--- config.mk ---
export PLATFORM = sky130hd
export DESIGN_NAME = note_playback_scheduler
export DESIGN_NICKNAME = d
export VERILOG_FILES = /design/src/rtl/note_playback_scheduler.sv
export SDC_FILE = /design/constraint.sdc
export NUM_CORES = 1
export LEC_CHECK = 0
export BUFFER_PORTS_ARGS = -buffer_cell sky130_fd_sc_hd__buf_2
export CAP_MARGIN = 10
export CORE_ASPECT_RATIO = 1.2
export CORE_MARGIN = 1
export CORE_UTILIZATION = 50
export DETAILED_ROUTE_END_ITERATION = 10
export GPL_ROUTABILITY_DRIVEN = 0
export PLACE_DENSITY_LB_ADDON = 0.08
export SYNTH_ARGS = -nofsm -noshare
export SYNTH_HDL_FRONTEND = slang
export SYNTH_SLANG_ARGS = --single-unit
--- constraint.sdc ---
create_clock -name clk -period 3.2 [get_ports clk]
set_input_delay 0.16 -clock clk [delete_from_list [all_inputs] [get_ports clk]]
set_output_delay 0.16 -clock clk [all_outputs]
set_load 0.005 [all_outputs]
--- src/rtl/note_playback_scheduler.sv ---
// Melody playback sequencer sharing the piezo/LED note outputs with keypad echo.
// Optional macro NOTE_SCHED_ABORT_EN: a key press during NOTE_ON/NOTE_OFF aborts playback.
module note_playback_scheduler #(
    parameter int unsigned TICK_DIV  = 2,
    parameter int unsigned ON_TICKS  = 2,
    parameter int unsigned OFF_TICKS = 2
) (
    input  logic        clk,
    input  logic        reset,
    input  logic        start,
    input  logic [31:0] notes,
    input  logic [2:0]  last_index,
    input  logic        key_valid,
    input  logic [3:0]  key_code,
    input  logic        key_release,
    output logic [3:0]  piezo_out,
    output logic [3:0]  led_out,
    output logic        busy,
    output logic        done,
    output logic        key_accept,
    output logic        key_dropped,
    output logic        aborted,
    output logic [2:0]  note_index_out
);

    localparam int unsigned OnCycles  = ON_TICKS * TICK_DIV;
    localparam int unsigned OffCycles = OFF_TICKS * TICK_DIV;
    localparam int unsigned MaxCycles = (OnCycles > OffCycles) ? OnCycles : OffCycles;
    localparam int unsigned CntW      = (MaxCycles > 1) ? $clog2(MaxCycles) : 1;
    localparam logic [CntW-1:0] OnLast  = CntW'(OnCycles - 1);
    localparam logic [CntW-1:0] OffLast = CntW'(OffCycles - 1);

    typedef enum logic [2:0] {
        StIdle,
        StLoad,
        StNoteOn,
        StNoteOff,
        StDone,
        StKeyEcho
    } state_e;

    state_e          state_q, state_d;
    logic [CntW-1:0] cnt_q, cnt_d;
    logic [2:0]      idx_q, idx_d;
    logic [23:0]     notes_q, notes_d;
    logic [2:0]      last_q, last_d;
    logic [3:0]      key_q, key_d;
    logic            key_accept_q, key_accept_d;
    logic            key_dropped_q, key_dropped_d;
    logic [23:0]     notes_packed;
    logic            unused_notes_msb;

    // Only the low three bits of each 4-bit slot carry a note.
    always_comb begin
        notes_packed = '0;
        for (int i = 0; i < 8; i++) begin
            notes_packed[3*i +: 3] = notes[4*i +: 3];
        end
    end
    assign unused_notes_msb = ^{notes[31], notes[27], notes[23], notes[19],
                                notes[15], notes[11], notes[7], notes[3]};

`ifdef NOTE_SCHED_ABORT_EN
    logic aborted_q, aborted_d;
`endif

    always_comb begin
        state_d       = state_q;
        cnt_d         = '0;
        idx_d         = idx_q;
        notes_d       = notes_q;
        last_d        = last_q;
        key_d         = key_q;
        key_accept_d  = 1'b0;
        key_dropped_d = 1'b0;
`ifdef NOTE_SCHED_ABORT_EN
        aborted_d     = 1'b0;
`endif
        unique case (state_q)
            StIdle: begin
                idx_d = '0;
                if (start) begin
                    notes_d       = notes_packed;
                    last_d        = last_index;
                    state_d       = StLoad;
                    key_dropped_d = key_valid;
                end else if (key_valid) begin
                    key_d        = key_code;
                    key_accept_d = 1'b1;
                    state_d      = StKeyEcho;
                end
            end
            StLoad: begin
                idx_d         = '0;
                state_d       = StNoteOn;
                key_dropped_d = key_valid;
            end
            StNoteOn: begin
                if (cnt_q == OnLast) begin
                    state_d = StNoteOff;
                end else begin
                    cnt_d = cnt_q + CntW'(1);
                end
            end
            StNoteOff: begin
                if (cnt_q == OffLast) begin
                    if (idx_q == last_q) begin
                        state_d = StDone;
                    end else begin
                        idx_d   = idx_q + 3'd1;
                        state_d = StNoteOn;
                    end
                end else begin
                    cnt_d = cnt_q + CntW'(1);
                end
            end
            StDone: begin
                idx_d         = '0;
                state_d       = StIdle;
                key_dropped_d = key_valid;
            end
            StKeyEcho: begin
                if (key_release) begin
                    state_d = StIdle;
                end
            end
            default: state_d = StIdle;
        endcase

        // Key presses while a note is timed either abort playback or are refused.
        if ((state_q == StNoteOn || state_q == StNoteOff) && key_valid) begin
`ifdef NOTE_SCHED_ABORT_EN
            state_d      = StKeyEcho;
            cnt_d        = '0;
            idx_d        = '0;
            key_d        = key_code;
            key_accept_d = 1'b1;
            aborted_d    = 1'b1;
`else
            key_dropped_d = 1'b1;
`endif
        end
    end

    always_ff @(posedge clk) begin
        if (reset) begin
            state_q       <= StIdle;
            cnt_q         <= '0;
            idx_q         <= '0;
            notes_q       <= '0;
            last_q        <= '0;
            key_q         <= '0;
            key_accept_q  <= 1'b0;
            key_dropped_q <= 1'b0;
        end else begin
            state_q       <= state_d;
            cnt_q         <= cnt_d;
            idx_q         <= idx_d;
            notes_q       <= notes_d;
            last_q        <= last_d;
            key_q         <= key_d;
            key_accept_q  <= key_accept_d;
            key_dropped_q <= key_dropped_d;
        end
    end

`ifdef NOTE_SCHED_ABORT_EN
    always_ff @(posedge clk) begin
        if (reset) begin
            aborted_q <= 1'b0;
        end else begin
            aborted_q <= aborted_d;
        end
    end
    assign aborted = aborted_q;
`else
    assign aborted = 1'b0;
`endif

    always_comb begin
        piezo_out = '0;
        unique case (state_q)
            StNoteOn:  piezo_out = {1'b0, notes_q[3*int'(idx_q) +: 3]};
            StKeyEcho: piezo_out = key_q;
            default:   piezo_out = '0;
        endcase
    end

    assign led_out        = piezo_out;
    assign busy           = (state_q == StLoad) || (state_q == StNoteOn) ||
                            (state_q == StNoteOff) || (state_q == StDone);
    assign done           = (state_q == StDone);
    assign key_accept     = key_accept_q;
    assign key_dropped    = key_dropped_q;
    assign note_index_out = busy ? idx_q : 3'd0;

endmodule

Word-level counts from Yosys, hierarchy flattened. Cells that the tools add are included.

Bits in registers: 41. Logic and storage cells: 59.

$add $sub $neg: 2. Multipliers: 1. Equal/unequal tests: 12. Shift-type cells: 1. Muxes and demuxes: 16. Bitwise operators: 3. Reduce and logical (&&, ||, !) cells: 16.

Operators with widths (count): 3-bit two-way mux (9); 24-bit by 6-bit indexed part select with 3-bit output (1); 3-bit one-hot mux with 5 select lines (1); 3-bit OR reduction (3); 2-bit inequality test (second input constant) (4); 4-bit one-hot mux with 2 select lines (1); 3-bit by 2-bit == test with 1-bit output (second input constant) (2); 3-bit == test (second input constant) (2); 3-bit one-hot mux with 2 select lines (1); 3-bit AND reduction (2); 2-bit by 3-bit multiplier with 5-bit output (first input constant) (1); 1-bit logical OR (4); 4-bit AND reduction (1); 2-bit OR reduction (2); 3-bit by 1-bit adder with 3-bit output (second input constant) (1); 3-bit by 1-bit == test with 1-bit output (second input constant) (1); 3-bit == test (1); 3-bit logical NOT (1); 1-bit two-way mux (3); 3-bit inequality test (second input constant) (1); 1-bit NOT (3); 2-bit by 1-bit adder with 2-bit output (second input constant) (1); 2-bit == test (second input constant) (1); 1-bit one-hot mux with 2 select lines (1); other kinds (3) (3).

Longest topological paths before layout. Gate-level depths: netlist of run 1.

Depth in word-level cells: 5. Mapped depth: 6.

Worst setup path before layout of run 1. OpenSTA, ideal clock, no wires.

Path type: flip-flop to output port. Start point: register state_q[1]. End point: output port piezo_out[0]. Arrival time: 1.442 ns. Data required time: 3.040 ns. Setup slack: 1.598 ns. Stages on the path, launching flop included: 5. Path buffers: 2. Cell sequence: dfxtp_1 buf_2 or3b_1 o31ai_1 buf_4.

Cells in the longest elaborated chain, start to end: 2. Elaborated cells between the ends (all ways): 3.

Ends and longest elaborated chain: start, declared (RTL line 42) `state_e state_q, state_d;`; start signal, assigned (RTL line 147) `state_q <= StIdle;`; start signal, assigned (RTL line 156) `state_q <= state_d;`; 3-bit == test / 3-bit by 2-bit == test with 1-bit output (equally long branches) (RTL line 182) `unique case (state_q)`; 4-bit one-hot mux with 2 select lines * (RTL line 182); end, declared (RTL line 16) `output logic [3:0] piezo_out,`.

Mark *: on every way between the ends. The rest lies on a longest branch, timed or not.

Final worst setup path of run 1.
Start point: register idx_q[1]. End point: output port led_out[2].

Cells in the longest elaborated chain, start to end: 3.

Ends and longest elaborated chain: start, declared (RTL line 44) `logic [2:0] idx_q, idx_d;`; start signal, assigned (RTL line 158) `idx_q <= idx_d;`; 2-bit by 3-bit multiplier with 5-bit output (RTL line 183) `StNoteOn: piezo_out = {1'b0, notes_q[3*int'(idx_q) +: 3]};`; 24-bit by 6-bit indexed part select with 3-bit output (RTL line 183); 4-bit one-hot mux with 2 select lines (RTL line 182); end, declared (RTL line 17) `output logic [3:0] led_out,`.

No other way between the ends.

==> impl_metrics.tcl, run 1 <==
set metrics [dict create \
    outcome "completed" \
    p_leak_nw 0.9691 \
    synthSimpleGateAreaFrac_pct 25.09 \
    synth-edff-count 0 \
    cp_max_fo 16 \
    yosys.area.top_type "dfxtp_1" \
    clk_pin_slew_worst_paths_ps 70 \
    clock.fmax_ghz 0.4707 \
    num-fill-cells 403 \
    syn_area_mm2 0.002049 \
    worstSetupStartpointType "flip-flop" \
    vias_per_cell 5.152 \
    multi_input_area_mm2 0.001060 \
    cts_tree "yes" \
    clockBufferDepth 2 \
    peakVddDrop_uv 364.9 \
    die_x_um 60.45 \
    synthMuxAreaShare_pct 8.242 \
    grt_pass1_wl_um 6934 \
    clock-sinks 41 \
    period_share_pct 66.38 \
    hold_viol 0 \
    vias 1726 \
    setup_slack_ps 1076 \
    synth_area_leaders "dfxtp_1 40%, nand2_1 11%, mux2_2 8.2%" \
    antenna_found_initial 0 \
    clock-root-buffer "clkbuf_8" \
    rr_worst_depth 3 \
    overflow 0 \
    ys_ff_latch 41 \
    syn-mean-instance-area_um2 8.434 \
    worstMarginPinSlew_ps 723.4 \
    io_pins 60 \
    cp-end-kind "output port" \
    r2r_slack_ps 1270 \
    final_max_slew_viol_count 0 \
    rsz0062_at_grt "false" \
    slew_headroom_pct 51.77 \
    setup_viol 0 \
    required_ps 3040 \
    instances_no_fill 335 \
    cpLargestDelayFamily "flip-flops" \
    slowest_delay_ps 760 \
    critPathSlowestCell "dfxtp_1" \
    clk_latency_ps 290 \
    die_area_mm2 0.004360 \
    nets 326 \
    area_growth_pct 12.27 \
    drive_above_1_share_pct 27.05 \
    dp_hpwl_um 2881 \
    min_path_cells 3 \
    netlist.area_leader.share_pct 40.05 \
    netlist-cell-type-count 43 \
    drc_errors 0 \
    track_usage_pct 21.12 \
    synth_nets 289 \
    worstHoldPathType "in -> reg" \
    path_class "reg -> out" \
    async_flop_share_pct 0 \
    grt_pass1_vias 1547 \
    port_buffers 50 \
    die_y_um 72.14 \
    grt_max_degree 41 \
    r2r_end "idx_q[1]$_SDFFE_PP0P_" \
    powerDensity_mw_per_mm2 522.2 \
    synth_compound_area_share_pct 15.69 \
    diodes 0 \
    core.rowCount 25 \
    start_util_pct 52.00 \
    hold_start "notes[21]" \
    cts_setup_buffers 0 \
    synthFlopType "dfxtp_1" \
    dp_slack_ps 1258 \
    cts_max_level 2 \
    dp_cells 327 \
    r2r_start "idx_q[1]$_SDFFE_PP0P_" \
    finClkSkew_ps 5.697 \
    worstPathCellList "mux2_2, o22ai_1, o31ai_1, buf_2" \
    synth_xor_area_share_pct 1.282 \
    ctsResizeCount 0 \
    synth_top_family_by_area "simple AND/OR/NAND/NOR gates" \
    setup_tns_ps 0 \
    cp_num_buf_inv 1 \
    final_cell_mix "61 x nand2_1, 50 x buf_2, 41 x dfxtp_1, 33 x a21oi_1, 15 x mux2_2" \
    cp_data_arrival_time_ps 1960 \
    wl_um 4144 \
    synthAdderAreaFrac_pct 1.221 \
    ant_nets 0 \
    drv_cap 0 \
    holdBufCountCts 0 \
    wl_per_cell_um 12.37 \
    synth_warnings 0 \
    core_area_mm2 0.003941 \
    min_period_ps 2124 \
    whs_endpoint "notes_q[16]$_SDFFE_PP0P_" \
    firstDrtPassIters 4 \
    yosysSeqAreaShare_pct 40.05 \
    cts_buffers 5 \
    drtIter0Drc 95 \
    layout_commonest_cell "nand2_1" \
    ff_latch_area_um2 820.8 \
    synthCells 243 \
]
[registers in the layout, summed over array words and instances, names as in the netlist]
name / flops
notes_q: 24
key_q: 4
idx_q: 3
last_q: 3
state_q: 3
cnt_q: 2
key_accept: 1
key_dropped: 1
[metal layers]
metal | part of all wire, % | GRT usage [%]
met5 | 0 | 0
met4 | 2.1 | 8.586
met1 | 45 | 24.97
met3 | 3.9 | 4.635
met2 | 49 | 36.26
[logic make-up (layout without fill, tap and decap cells)]
family | Yosys count | in the layout
multiplexers | 15 | 15
other | 1 | 1
AO/OA/AOI/OAI | 55 | 55
XOR/XNOR | 3 | 3
adder cells (fa/ha/maj) | 2 | 2
AND/OR/NAND/NOR | 102 | 102
buffers and inverters | 24 | 62
flip-flops | 41 | 41
[worst reg2reg max path, stage by stage, from the launching register on]
cell and delay (ps):
dfxtp_1 760, xnor2_1 230, a311oi_1 460, mux2_2 380
[synth_stat cells, drive strengths merged (2+ instances only)]
master  number
buf         17
o21ai        5
nor3b        6
o31ai        3
dfxtp       41
and2         3
xnor2        3
o22ai        6
mux2        15
o32a         2
nor2b        2
nor3         3
inv          2
nand3        4
ha           2
a21oi       33
nor2         5
and3         2
nand2       61
nand2b       3
clkbuf       5
nand4b       2
[final cells by class]
cell class              instances  share of cell area, %
inverters                       2                 0.3263
repair buffers                 52                  11.53
flip-flops and latches         41                  35.67
well taps                      54                  2.936
multi-input cells             178                  46.06
clock buffers                   8                  3.480
[power breakdown]
group	switching (mW)	internal (mW)
Clock	0.163	0.155
Sequential	0.0535	0.565
Combinational	0.146	0.119
Total	0.363	0.839
[per-stage QoR]
step / util (%) / power (mW) / area (µm²) / hold slack (ps)
global placement: 56.35 / 0.8978 / 2221 / 401.2
floorplan: - / 0.8532 / 2049 / 296.0
global route: 58.38 / 1.291 / 2301 / 97.52
CTS: 58.38 / 1.219 / 2301 / 98.11
finish: 58.38 / 1.202 / 2301 / 103.5
detailed placement: 56.35 / 0.8994 / 2221 / 404.6
[worst max-delay path by stage]
stage | cells after the start | slack (ps) | start | end
after floorplan | 4 | 1600 | state_q[1]$_SDFFE_PP0P_ | piezo_out[0]
after global placement | 3 | 1240 | idx_q[1]$_SDFFE_PP0P_ | idx_q[1]$_SDFFE_PP0P_
after detailed placement | 3 | 1260 | idx_q[1]$_SDFFE_PP0P_ | idx_q[0]$_SDFFE_PP0P_
after CTS | 4 | 1070 | idx_q[1]$_SDFFE_PP0P_ | led_out[2]
after global routing | 4 | 950 | idx_q[1]$_SDFFE_PP0P_ | led_out[1]
final | 4 | 1080 | idx_q[1]$_SDFFE_PP0P_ | led_out[2]
No activity file was read; power rests on OpenSTA's default activity.
==> run 2: changes to the inputs <==
- CORE_UTILIZATION: 50 -> 46
- clock period: 3.2 -> 1.7 ns (I/O delays scaled with it)
==> run 2 against run 1 <==
Die area increased by 8.4%. Sequential power increased by 84%. Sequential share of layout area decreased by 2.7 points. Non-clock buffer count increased by 11. Highest routed layer unchanged.
==> impl_metrics.tcl, run 2 (synthesized netlist as in run 1, its figures left out) <==
set metrics [dict create \
    outcome "completed" \
    port_buffers 50 \
    grt_max_degree 29 \
    antenna_found_initial 0 \
    worstPathCellList "or3b_4, o31ai_2, buf_2" \
    start_util_pct 48.09 \
    drc_errors 0 \
    drtIter0Drc 104 \
    final_max_slew_viol_count 0 \
    finClkSkew_ps 8.026 \
    ant_nets 0 \
    drive_above_1_share_pct 35.40 \
    peakVddDrop_uv 516.5 \
    clk_latency_ps 290 \
    drv_cap 0 \
    track_usage_pct 21.35 \
    setup_viol 0 \
    clk_pin_slew_worst_paths_ps 80 \
    r2r_end "idx_q[0]$_SDFFE_PP0P_" \
    cpLargestDelayFamily "simple AND/OR/NAND/NOR gates" \
    powerDensity_mw_per_mm2 956.2 \
    postLayoutCoreUtil_pct 59.10 \
    largest-register "notes_q" \
    hold_viol 0 \
    largest_reg_flops 24 \
    nets 337 \
    firstDrtPassIters 4 \
    instances_no_fill 347 \
    crit_end "piezo_out[0]" \
    grt_pass1_vias 1685 \
    die_area_mm2 0.004727 \
    cp-end-kind "output port" \
    min_period_ps 1670 \
    path_class "reg -> out" \
    top_regs "notes_q (24), key_q (4)" \
    core_area_mm2 0.004262 \
    worstHoldPathType "in -> reg" \
    cp_max_fo 10 \
    io_pins 60 \
    crit_start "state_q[0]$_SDFFE_PP0P_" \
    cts_tree "yes" \
    wl_per_cell_um 13.29 \
    clockBufferDepth 2 \
    rsz0062_at_grt "true" \
    cts_max_level 2 \
    layout_commonest_cell "nand2_1" \
    slowest_delay_ps 430 \
    rr_worst_depth 4 \
    dp_hpwl_um 3373 \
    holdBufCountCts 0 \
    overflow 0 \
    diodes 0 \
    vias_per_cell 5.248 \
    setup_slack_ps 30.09 \
    num-fill-cells 431 \
    final_cell_mix "61 x nand2_1, 50 x buf_2, 37 x dfxtp_1, 33 x a21oi_1, 11 x mux2_2" \
    clock-root-buffer "clkbuf_8" \
    wl_um 4611 \
    required_ps 1620 \
    core.rowCount 26 \
    period_share_pct 98.23 \
    area_growth_pct 22.89 \
    cp_data_arrival_time_ps 1580 \
    vias 1821 \
    clock-sinks 41 \
    critPathSlowestCell "or3b_4" \
    p_leak_nw 1.067 \
    r2r_start "idx_q[1]$_SDFFE_PP0P_" \
    cts_buffers 5 \
    cp.depth 3 \
    die_y_um 75.12 \
    multi_input_area_mm2 0.001156 \
    holdWs_ps 22.86 \
    dp_cells 339 \
    dp_slack_ps 177.6 \
    cp_num_buf_inv 1 \
    clock.fmax_ghz 0.5988 \
    die_x_um 62.93 \
    r2r_slack_ps 140 \
    worstSetupStartpointType "flip-flop" \
    ff_latch_area_um2 830.8 \
    grt_pass1_wl_um 7790 \
]
## run 2: repair_timing
action | in CTS | in global routing
gates cloned | 0 | 0
setup buffers | 1 | 1
endpoints found under the setup margin | 9 | 9
pin swaps | 1 | 3
gates resized for setup | 11 | 15
endpoints found under the hold margin | 0 | 0
## run 2: metrics by stage
| stage | power, mW | instance area [µm²] | TNS (ps) |
|---|---|---|---|
| finish | 2.408 | 2519 | 0 |
| CTS | 2.399 | 2442 | 0 |
| global route | 2.575 | 2519 | -56.53 |
| global placement | 1.743 | 2311 | 0 |
| floorplan | 1.606 | 2049 | 0 |
| detailed placement | 1.753 | 2311 | 0 |
## run 2: final cells by class
class	instances	area share, %
sequential	41	32.99
timing repair buffer	63	14.61
tap	56	2.782
inverter	2	0.2981
clock buffer	7	3.428
multi-input combinational	178	45.90
## run 2: how the worst min path moves through the flow
stage,from,end,slack [ps],depth (start not counted)
after floorplan,notes[0],notes_q[0]$_SDFFE_PP0P_,220,2
final,last_index[0],last_q[0]$_SDFFE_PP0P_,20,3
after global placement,notes[17],notes_q[13]$_SDFFE_PP0P_,330,3
after CTS,last_index[0],last_q[0]$_SDFFE_PP0P_,20,3
after global routing,last_index[0],last_q[0]$_SDFFE_PP0P_,20,3
after detailed placement,notes[14],notes_q[11]$_SDFFE_PP0P_,330,3
## run 2: routing by layer
| metal | track usage (%) | vias to the layer above | wire length [µm] |
|---|---|---|---|
| met5 | 0 | - | 0 |
| met1 | 24.49 | 849 | 2039 |
| met2 | 39.07 | 35 | 2341 |
| met4 | 7.752 | 0 | 70 |
| met3 | 4.848 | 6 | 160 |
| li1 | - | 931 | - |
## run 2: tightest hold or removal path, stage by stage
cell	delay (ps)
buf_2	90
nand2_1	50
a21oi_1	50
## run 2: report_power, final
part | total [mW] | internal, mW | leakage, nW | switching, mW
clock network | 0.632 | 0.322 | 0.0443 | 0.309
logic | 0.636 | 0.290 | 0.686 | 0.347
registers | 1.14 | 1.07 | 0.337 | 0.0719
total | 2.41 | 1.68 | 1.07 | 0.728
==> run 3: changes to the inputs <==
- ABC_AREA: not set -> 1
==> run 3 against run 2 <==
Critical path depth rose by 4. Final area fell by 6.6%. First-iteration DRC count rose by 1.9%. Final cell count rose by 8.6%. Hold slack barely moved.
==> impl_metrics.tcl, run 3 <==
set metrics [dict create \
    outcome "completed" \
    min_period_ps 1555 \
    synth_top_family_by_area "simple AND/OR/NAND/NOR gates" \
    track_usage_pct 21.39 \
    synth-edff-count 0 \
    largest-register "notes_q" \
    area_growth_pct 20.36 \
    yosysSeqAreaShare_pct 42.00 \
    peakVddDrop_uv 906.4 \
    overflow 0 \
    slowest_delay_ps 420 \
    num-fill-cells 435 \
    core.rowCount 25 \
    synthSimpleGateAreaFrac_pct 25.03 \
    die_y_um 73.40 \
    hold_viol 0 \
    min_path_cells 3 \
    synthFlopType "dfxtp_1" \
    drc_errors 0 \
    period_share_pct 91.44 \
    core_area_mm2 0.004004 \
    worstSetupStartpointType "flip-flop" \
    cp_max_fo 25 \
    synth_xor_area_share_pct 0.4481 \
    clk_latency_ps 290 \
    yosysMostFrequentCell "nand2_1" \
    cp_num_buf_inv 2 \
    cp-end-kind "output port" \
    clock.fmax_ghz 0.6433 \
    async_flop_share_pct 0 \
    io_pins 60 \
    syn-mean-instance-area_um2 6.980 \
    worstPathCellList "buf_12, a21oi_1, o21ai_0, nand3_1, nand3_1, nand2_1, buf_2" \
    cts_buffers 5 \
    dp_cells 369 \
    setup_tns_ps 0 \
    top_regs "notes_q (24), key_q (4)" \
    die_x_um 61.50 \
    syn_area_mm2 0.001954 \
    grt_max_degree 43 \
    final_max_slew_viol_count 0 \
    wl_um 4286 \
    synth_area_leaders "dfxtp_1 42%, a21oi_1 10%, nand2_1 9.4%" \
    wl_per_cell_um 11.37 \
    cts_tree "yes" \
    clockBufferDepth 2 \
    powerDensity_mw_per_mm2 1516 \
    layout_commonest_cell "buf_2" \
    r2r_end "state_q[2]$_SDFFE_PP0P_" \
    cpLargestDelayFamily "flip-flops" \
    netlist-cell-type-count 22 \
    nets 368 \
    start_util_pct 48.81 \
    synthMuxAreaShare_pct 0 \
    setup_viol 0 \
    worstMarginPinSlew_ps 583.2 \
    drtIter0Drc 106 \
    hold_start "key_code[2]" \
    finClkSkew_ps 5.553 \
    ant_nets 0 \
    r2r_slack_ps 380 \
    drv_cap 0 \
    synth_compound_area_share_pct 19.21 \
    clock-sinks 41 \
    synthCells 280 \
    netlist.area_leader.share_pct 42.00 \
    path_class "reg -> out" \
    synthTopCellsByCount "49 x nand2_1, 41 x a21oi_1, 41 x dfxtp_1" \
    drive_above_1_share_pct 23.84 \
    largest_reg_flops 24 \
    instances_no_fill 377 \
    whs_endpoint "key_q[2]$_SDFFE_PP0P_" \
    cts_max_level 2 \
    critPathSlowestCell "dfxtp_1" \
    clk_pin_slew_worst_paths_ps 80 \
    vias 1853 \
    port_buffers 50 \
    crit_start "idx_q[0]$_SDFFE_PP0P_" \
    vias_per_cell 4.915 \
    worstHoldPathType "in -> reg" \
    firstDrtPassIters 5 \
    grt_pass1_wl_um 7196 \
    required_ps 1620 \
    r2r_start "state_q[0]$_SDFFE_PP0P_" \
    final_cell_mix "50 x buf_2, 49 x nand2_1, 41 x a21oi_1, 40 x dfxtp_1, 30 x nand3_1" \
    cp_common_cell "nand3_1" \
    dp_hpwl_um 3145 \
    cts_setup_buffers 0 \
    rr_worst_depth 7 \
    yosys.area.top_type "dfxtp_1" \
    grt_pass1_vias 1690 \
    antenna_found_initial 0 \
    rsz0062_at_grt "false" \
    p_leak_nw 1.071 \
    diodes 0 \
    synth_nets 326 \
    clock-root-buffer "clkbuf_8" \
    cp_data_arrival_time_ps 1470 \
    slew_headroom_pct 61.07 \
    synthAdderAreaFrac_pct 1.280 \
    die_area_mm2 0.004514 \
    synth_warnings 0 \
    cp.depth 7 \
    ys_ff_latch 41 \
]
## run 3: cell types whose count changed in the layout (fill, tap and decap cells not counted), moves of 4 or more
| cell | before | now |
|---|---|---|
| nand2_2 | 0 | 4 |
| mux2_4 | 4 | 0 |
| nor3b_1 | 6 | 1 |
| buf_4 | 10 | 3 |
| nor2_1 | 4 | 18 |
| o22ai_2 | 4 | 0 |
| inv_1 | 2 | 28 |
| o211ai_1 | 0 | 6 |
| nand2_1 | 61 | 49 |
| mux2_2 | 11 | 0 |
| o21ai_1 | 0 | 14 |
| nand3_1 | 4 | 30 |
| o21ai_0 | 5 | 11 |
| a21oi_1 | 33 | 41 |
## run 3: what timing repair did
action,CTS,global route
endpoints found under the hold margin,0,0
endpoints found under the setup margin,0,7
hold buffers,0,0
gates resized for setup,0,3
## run 3: worst reg2reg max path: cells and delay by family (launching register included)
family | cells | cell delay (ps)
AO/OA/AOI/OAI | 2 | 110
flip-flops | 1 | 480
AND/OR/NAND/NOR | 5 | 630
## run 3: cell type report
| class | count | area [µm²] | area share [%] |
|---|---|---|---|
| clock buffers | 6 | 82.58 | 3.511 |
| clock inverters | 2 | 37.54 | 1.596 |
| inverters | 32 | 120.1 | 5.106 |
| multi-input cells | 187 | 909.6 | 38.67 |
| flip-flops and latches | 41 | 822.0 | 34.95 |
| well taps | 54 | 67.56 | 2.872 |
| repair buffers | 55 | 312.8 | 13.30 |
## run 3: worst max-delay path by stage
stage,endpoint
after global routing,led_out[0]
final,led_out[0]
after CTS,led_out[0]
after floorplan,piezo_out[0]
after detailed placement,led_out[0]
after global placement,piezo_out[0]
## run 3: per-layer routing
| metal | global-route usage [%] | vias to the layer above | share of wire (%) |
|---|---|---|---|
| met5 | 0 | - | 0 |
| met4 | 6.667 | 0 | 1.2 |
| met3 | 5.986 | 4 | 6.0 |
| met2 | 34.89 | 49 | 44 |
| met1 | 26.91 | 802 | 49 |
| li1 | - | 998 | - |
## run 3: kinds of logic (layout without fill, tap and decap cells)
family          count (synthesis)  in the layout
compound gates                 72             72
xor+xnor                        1              1
fa+ha+maj                       2              2
buf+inv                        52             95
flops                          41             41
other cells                     1              1
simple gates                  111            111
## run 3: through the flow
stage / utilization [%] / cell area, µm² / hold WS, ps / total power [mW] / setup WS (ps)
3_5_place_dp: 55.53 / 2223 / 325.0 / 2.765 / 367.1
4_1_cts: 58.53 / 2344 / 13.43 / 3.580 / 49.74
3_3_place_gp: 55.53 / 2223 / 319.7 / 2.735 / 412.0
2_1_floorplan: - / 1954 / 210.8 / 2.380 / 439.9
6_report: 58.75 / 2352 / 23.21 / 3.565 / 145.5
5_1_grt: 58.75 / 2352 / 54.97 / 3.863 / 25.45
## run 3: power by group
group          internal, mW  switching [mW]  leakage (nW)  total (mW)
logic                 0.530           0.856         0.677        1.39
clock network         0.477           0.339        0.0574       0.816
registers              1.21           0.152         0.337        1.36
total                  2.22            1.35          1.07        3.57
